`src/rtl/serial_tx.sv`:
```
// Serial frame transmitter: start bit, WIDTH data bits LSB first, optional even parity, stop bit.
// Define SERIAL_TX_PARITY_EN at compile time to insert the parity bit between data and stop.
module serial_tx #(
   parameter int DIV   = 4,
   parameter int WIDTH = 8
) (
   input  logic             CLK,
   input  logic             CLR,
   input  logic [WIDTH-1:0] D,
   input  logic             LOAD,
   output logic             TXD,
   output logic             BUSY,
   output logic             DONE
);

   localparam int IW = (WIDTH > 1) ? $clog2(WIDTH) : 1;

   localparam logic [7:0]    CNT_RELOAD = 8'(DIV - 1);
   localparam logic [IW-1:0] LAST_BIT   = IW'(WIDTH - 1);

   localparam logic [2:0] IDLE  = 3'd0;
   localparam logic [2:0] START = 3'd1;
   localparam logic [2:0] DATA  = 3'd2;
`ifdef SERIAL_TX_PARITY_EN
   localparam logic [2:0] PAR   = 3'd3;
`endif
   localparam logic [2:0] STOP  = 3'd4;

`ifdef SERIAL_TX_PARITY_EN
   function automatic logic even_parity(input logic [WIDTH-1:0] data);
      return ^data;
   endfunction
`endif

   logic [2:0]       state_r, state_s;
   logic [7:0]       cnt_r, cnt_s;
   logic [IW-1:0]    bit_idx_r, bit_idx_s;
   logic [WIDTH-1:0] shift_r, shift_s;
   logic             txd_r, txd_s;
   logic             busy_r, busy_s;
   logic             done_r, done_s;
   logic             bit_end_s;
`ifdef SERIAL_TX_PARITY_EN
   logic             par_r, par_s;
`endif

   assign bit_end_s = (cnt_r == 8'd0);

   // Next-state logic; outputs are computed here and registered so TXD/BUSY/DONE never glitch.
   always_comb begin
      state_s   = state_r;
      cnt_s     = cnt_r;
      bit_idx_s = bit_idx_r;
      shift_s   = shift_r;
      txd_s     = txd_r;
      busy_s    = busy_r;
      done_s    = 1'b0;
`ifdef SERIAL_TX_PARITY_EN
      par_s     = par_r;
`endif
      case (state_r)
         IDLE: begin
            if (LOAD) begin
               state_s   = START;
               cnt_s     = CNT_RELOAD;
               bit_idx_s = {IW{1'b0}};
               shift_s   = D;
               txd_s     = 1'b0;
               busy_s    = 1'b1;
`ifdef SERIAL_TX_PARITY_EN
               par_s     = even_parity(D);
`endif
            end else begin
               txd_s  = 1'b1;
               busy_s = 1'b0;
            end
         end
         START: begin
            if (bit_end_s) begin
               state_s = DATA;
               cnt_s   = CNT_RELOAD;
               txd_s   = shift_r[0];
               shift_s = shift_r >> 1;
            end else begin
               cnt_s = cnt_r - 8'd1;
            end
         end
         DATA: begin
            if (bit_end_s) begin
               cnt_s = CNT_RELOAD;
               if (bit_idx_r == LAST_BIT) begin
`ifdef SERIAL_TX_PARITY_EN
                  state_s = PAR;
                  txd_s   = par_r;
`else
                  state_s = STOP;
                  txd_s   = 1'b1;
`endif
               end else begin
                  bit_idx_s = bit_idx_r + IW'(1);
                  txd_s     = shift_r[0];
                  shift_s   = shift_r >> 1;
               end
            end else begin
               cnt_s = cnt_r - 8'd1;
            end
         end
`ifdef SERIAL_TX_PARITY_EN
         PAR: begin
            if (bit_end_s) begin
               state_s = STOP;
               cnt_s   = CNT_RELOAD;
               txd_s   = 1'b1;
            end else begin
               cnt_s = cnt_r - 8'd1;
            end
         end
`endif
         STOP: begin
            if (bit_end_s) begin
               state_s   = IDLE;
               cnt_s     = 8'd0;
               bit_idx_s = {IW{1'b0}};
               shift_s   = {WIDTH{1'b0}};
               txd_s     = 1'b1;
               busy_s    = 1'b0;
               done_s    = 1'b1;
            end else begin
               cnt_s = cnt_r - 8'd1;
            end
         end
         default: begin
            // Unreachable encodings recover to a clean idle line.
            state_s   = IDLE;
            cnt_s     = 8'd0;
            bit_idx_s = {IW{1'b0}};
            shift_s   = {WIDTH{1'b0}};
            txd_s     = 1'b1;
            busy_s    = 1'b0;
            done_s    = 1'b0;
         end
      endcase
   end

   // State and output registers with asynchronous clear to an idle-high line.
   always_ff @(posedge CLK or negedge CLR) begin
      if (!CLR) begin
         state_r   <= IDLE;
         cnt_r     <= 8'd0;
         bit_idx_r <= {IW{1'b0}};
         shift_r   <= {WIDTH{1'b0}};
         txd_r     <= 1'b1;
         busy_r    <= 1'b0;
         done_r    <= 1'b0;
`ifdef SERIAL_TX_PARITY_EN
         par_r     <= 1'b0;
`endif
      end else begin
         state_r   <= state_s;
         cnt_r     <= cnt_s;
         bit_idx_r <= bit_idx_s;
         shift_r   <= shift_s;
         txd_r     <= txd_s;
         busy_r    <= busy_s;
         done_r    <= done_s;
`ifdef SERIAL_TX_PARITY_EN
         par_r     <= par_s;
`endif
      end
   end

   assign TXD  = txd_r;
   assign BUSY = busy_r;
   assign DONE = done_r;

endmodule

```
`config.mk`:
```
export PLATFORM = sky130hd
export DESIGN_NAME = serial_tx
export DESIGN_NICKNAME = d
export VERILOG_FILES = /design/src/rtl/serial_tx.sv
export SDC_FILE = /design/constraint.sdc
export NUM_CORES = 1
export LEC_CHECK = 0
export ABC_CLOCK_PERIOD_IN_PS = 2100
export CAP_MARGIN = 20
export CORE_ASPECT_RATIO = 0.6
export CORE_MARGIN = 2
export CORE_UTILIZATION = 51
export CTS_CLUSTER_DIAMETER = 50
export CTS_CLUSTER_SIZE = 12
export DETAILED_ROUTE_END_ITERATION = 7
export HOLD_SLACK_MARGIN = 0.05
export PLACE_DENSITY = 0.74
export SLEW_MARGIN = 20
export SYNTH_ARGS = -nofsm -noshare
export SYNTH_HDL_FRONTEND = slang
export SYNTH_SLANG_ARGS = --single-unit
```
`constraint.sdc`:
```
create_clock -name CLK -period 2.1 [get_ports CLK]
set_clock_uncertainty 0.15 [all_clocks]
set_input_delay 0.42 -clock CLK [delete_from_list [all_inputs] [get_ports CLK]]
set_output_delay 0.42 -clock CLK [all_outputs]
set_load 0.005 [all_outputs]
```
==> impl_metrics.ini <==
[sta]
layout_setup_ws_ns = -0.1209
fin_crit_sh = 1.058
fin_crit_ns = 2.221
finalSetupTns_ns = -1.036
rsz0062_at_grt = yes
max_freq_mhz = 450.3
drv_slew = 0
hold_viol_final = 0
whs_ns = 0.3498
setup_viol = 10
max_slew_margin = 0.7087
tightest_slew_ns = 0.4360

[setup_path]
reg2reg_slack_ns = -0.12
r2r_end = shift_r[1]$_DFFE_PN0P_
cp.arrival_ns = 2.24
cp-endpoint = shift_r[1]$_DFFE_PN0P_
startpoint = cnt_r[4]$_DFFE_PN0P_
r2r_start = cnt_r[4]$_DFFE_PN0P_
crit_type = register to register
startpoint_type = register
crit_required_ns = 2.12
endpoint_kind = register
reg2regPathDepth = 4
critical_path.max_fanout = 8

[pwr]
power.leakage_uw = 0.0008591
power_density_nw_per_um2 = 1308
p_total_uw = 2459
peakVddDrop_mv = 0.7204

[routing]
drtAntennaViolNets = 0
routedWlPerCell_microns = 16.16
detail_route.iter0.violations = 130
wl_microns = 3684
firstDrtPassIters = 4
vias_per_cell = 5.842
route.vias.total = 1332
drc = 0

[placed_design]
placed_cells = 223
dpl.hpwl_microns = 2762
io_buffers = 13
place.gp.congestion = 0.8481
placed_area_sq_um = 1815

[worst_hold_path]
hold_path.class = primary input to async pin

[cells_and_area]
nFillCells = 223
num-nets-final = 210
final_cells = 228
design_area_sq_um = 1881
diodes = 0
layout-drive-gt1-share = 0.2165
syn_to_final_growth_pct = 27.05

[synthesis]
async_reset_ff_frac = 1.000
yosysTopAreaCell = dfrtp_1
ys_seq_area_frac = 0.4235
synthTopCellsByCount = 24 x dfrtp_1, 16 x o21ai_0, 14 x nand2_1
yosysWarnings = 0
ys_top_cells_by_area = dfrtp_1 41%, mux2i_1 6.1%, o21ai_0 5.4%
syn_area_sq_um = 1480
postSynthAreaPerCell_sq_um = 9.309
synth_fp_nets = 174
post-synth-top-count-cell = dfrtp_1
ys.flop_type = dfrtp_1
synth_top_area_frac = 0.4057
syn_inst = 159
synth_edf_count = 0
ys_ff_latch = 25
ys_types = 44

[floorplanning]
die_x_microns = 73.55
coreArea_sq_um = 2815
die_h_microns = 45.73
pin_count = 14
dieArea_sq_um = 3363
initial_core_util = 0.5258
num_rows = 15

[global_routing]
antenna_found_initial = 0
grt_pass1_vias = 1257
grt_start_max_net_pins = 26
grt_pass1_wl_microns = 5871
grt_usage = 0.2349
grt.overflow.total = 0

[outcome]
violations = negative setup slack
status = finished, violations left

[clocking]
root_buffer = clkbuf_8
cts_sinks = 25
clk_path_buf_depth = 2
numCtsBuffers = 3
cts.reportedPaths.clkPinSlew_ns = 0.09
clkLatencyLatePin_ns = 0.27
tritoncts = built
htreeDepth = 1
cts_hold_buf = 0

[run]
max-cap-violations = 0
[worst min path at each step]
| stage | start | to | slack, ns | cells past startpoint |
|---|---|---|---|---|
| floorplan | CLR | BUSY$_DFFE_PN0P_ | -0.03 | 0 |
| global placement | shift_r[1]$_DFFE_PN0P_ | shift_r[1]$_DFFE_PN0P_ | 0.35 | 1 |
| detailed placement | shift_r[2]$_DFFE_PN0P_ | shift_r[2]$_DFFE_PN0P_ | 0.37 | 1 |
| CTS | CLR | DONE$_DFF_PN0_ | 0.36 | 2 |
| global route | CLR | cnt_r[0]$_DFFE_PN0P_ | 0.37 | 2 |
| finish | CLR | DONE$_DFF_PN0_ | 0.35 | 2 |
[cells by family after synthesis]
kind of cell	share of synthesized area
DFF	0.4235
buffers and inverters	0.04564
and+or+nand+nor	0.1919
muxes	0.06847
AOI/OAI and AO/OA	0.2012
adders and majority gates	0.03381
xor gates and xnor gates	0.03550
[layout make-up]
class                      instances  area, sq um  area share
timing repair buffer              41        344.1      0.1830
tap                               34        42.54     0.02262
clock buffer                       4        45.04     0.02395
inverter                           6        22.52     0.01198
sequential                        25        626.9      0.3333
multi-input combinational        118        799.5      0.4252
[critical path, stage by stage, from the launching register on]
cell and delay, ns:
dfrtp_1 0.40, or4_4 0.54, or3_4 0.35, a221o_2 0.43, a22o_1 0.24
[cell usage in the layout, fill, tap and decap left out, types with 7 or more instances in the layout]
cell type         n
buf_4            27
dfrtp_1          24
o21ai_0          15
nand2_1          14
clkdlybuf4s50_1  13
nor2_1           11
mux2i_1           9
a22o_1            7
a21oi_1           7
[layer usage]
metal | vias up | routed length (microns) | part of all wire | GRT usage
li1 | 649 | - | - | -
met1 | 654 | 1809 | 0.49 | 0.3237
met2 | 25 | 1702 | 0.46 | 0.3768
met3 | 4 | 151 | 0.041 | 0.05973
met4 | 0 | 21 | 0.0057 | 0.05455
met5 | - | 0 | 0 | 0
[metrics by stage]
stage | util | worst slack, ns
6_report | 0.6680 | -0.1209
3_3_place_gp | 0.6449 | -0.05234
3_5_place_dp | 0.6449 | -0.1201
2_1_floorplan | - | -0.05185
4_1_cts | 0.6613 | -0.1099
5_1_grt | 0.6680 | -0.1439
[registers in the layout, summed over array words and instances (netlist names)]
name / cells
cnt_r: 8
shift_r: 8
bit_idx_r: 3
state_r: 3
BUSY: 1
DONE: 1
TXD: 1
[power by group]
| part | total (uW) | internal [uW] | switching, uW |
|---|---|---|---|
| Combinational | 1360 | 704 | 656 |
| Clock | 294 | 136 | 158 |
| Sequential | 805 | 654 | 151 |
[timing repair]
item | CTS | global route
setup endpoints to repair | 11 | 17
gates resized for setup | 2 | 3
pin swaps | 3 | 1
buffers inserted | 0 | 1
Power figures use the tool's default switching activity.
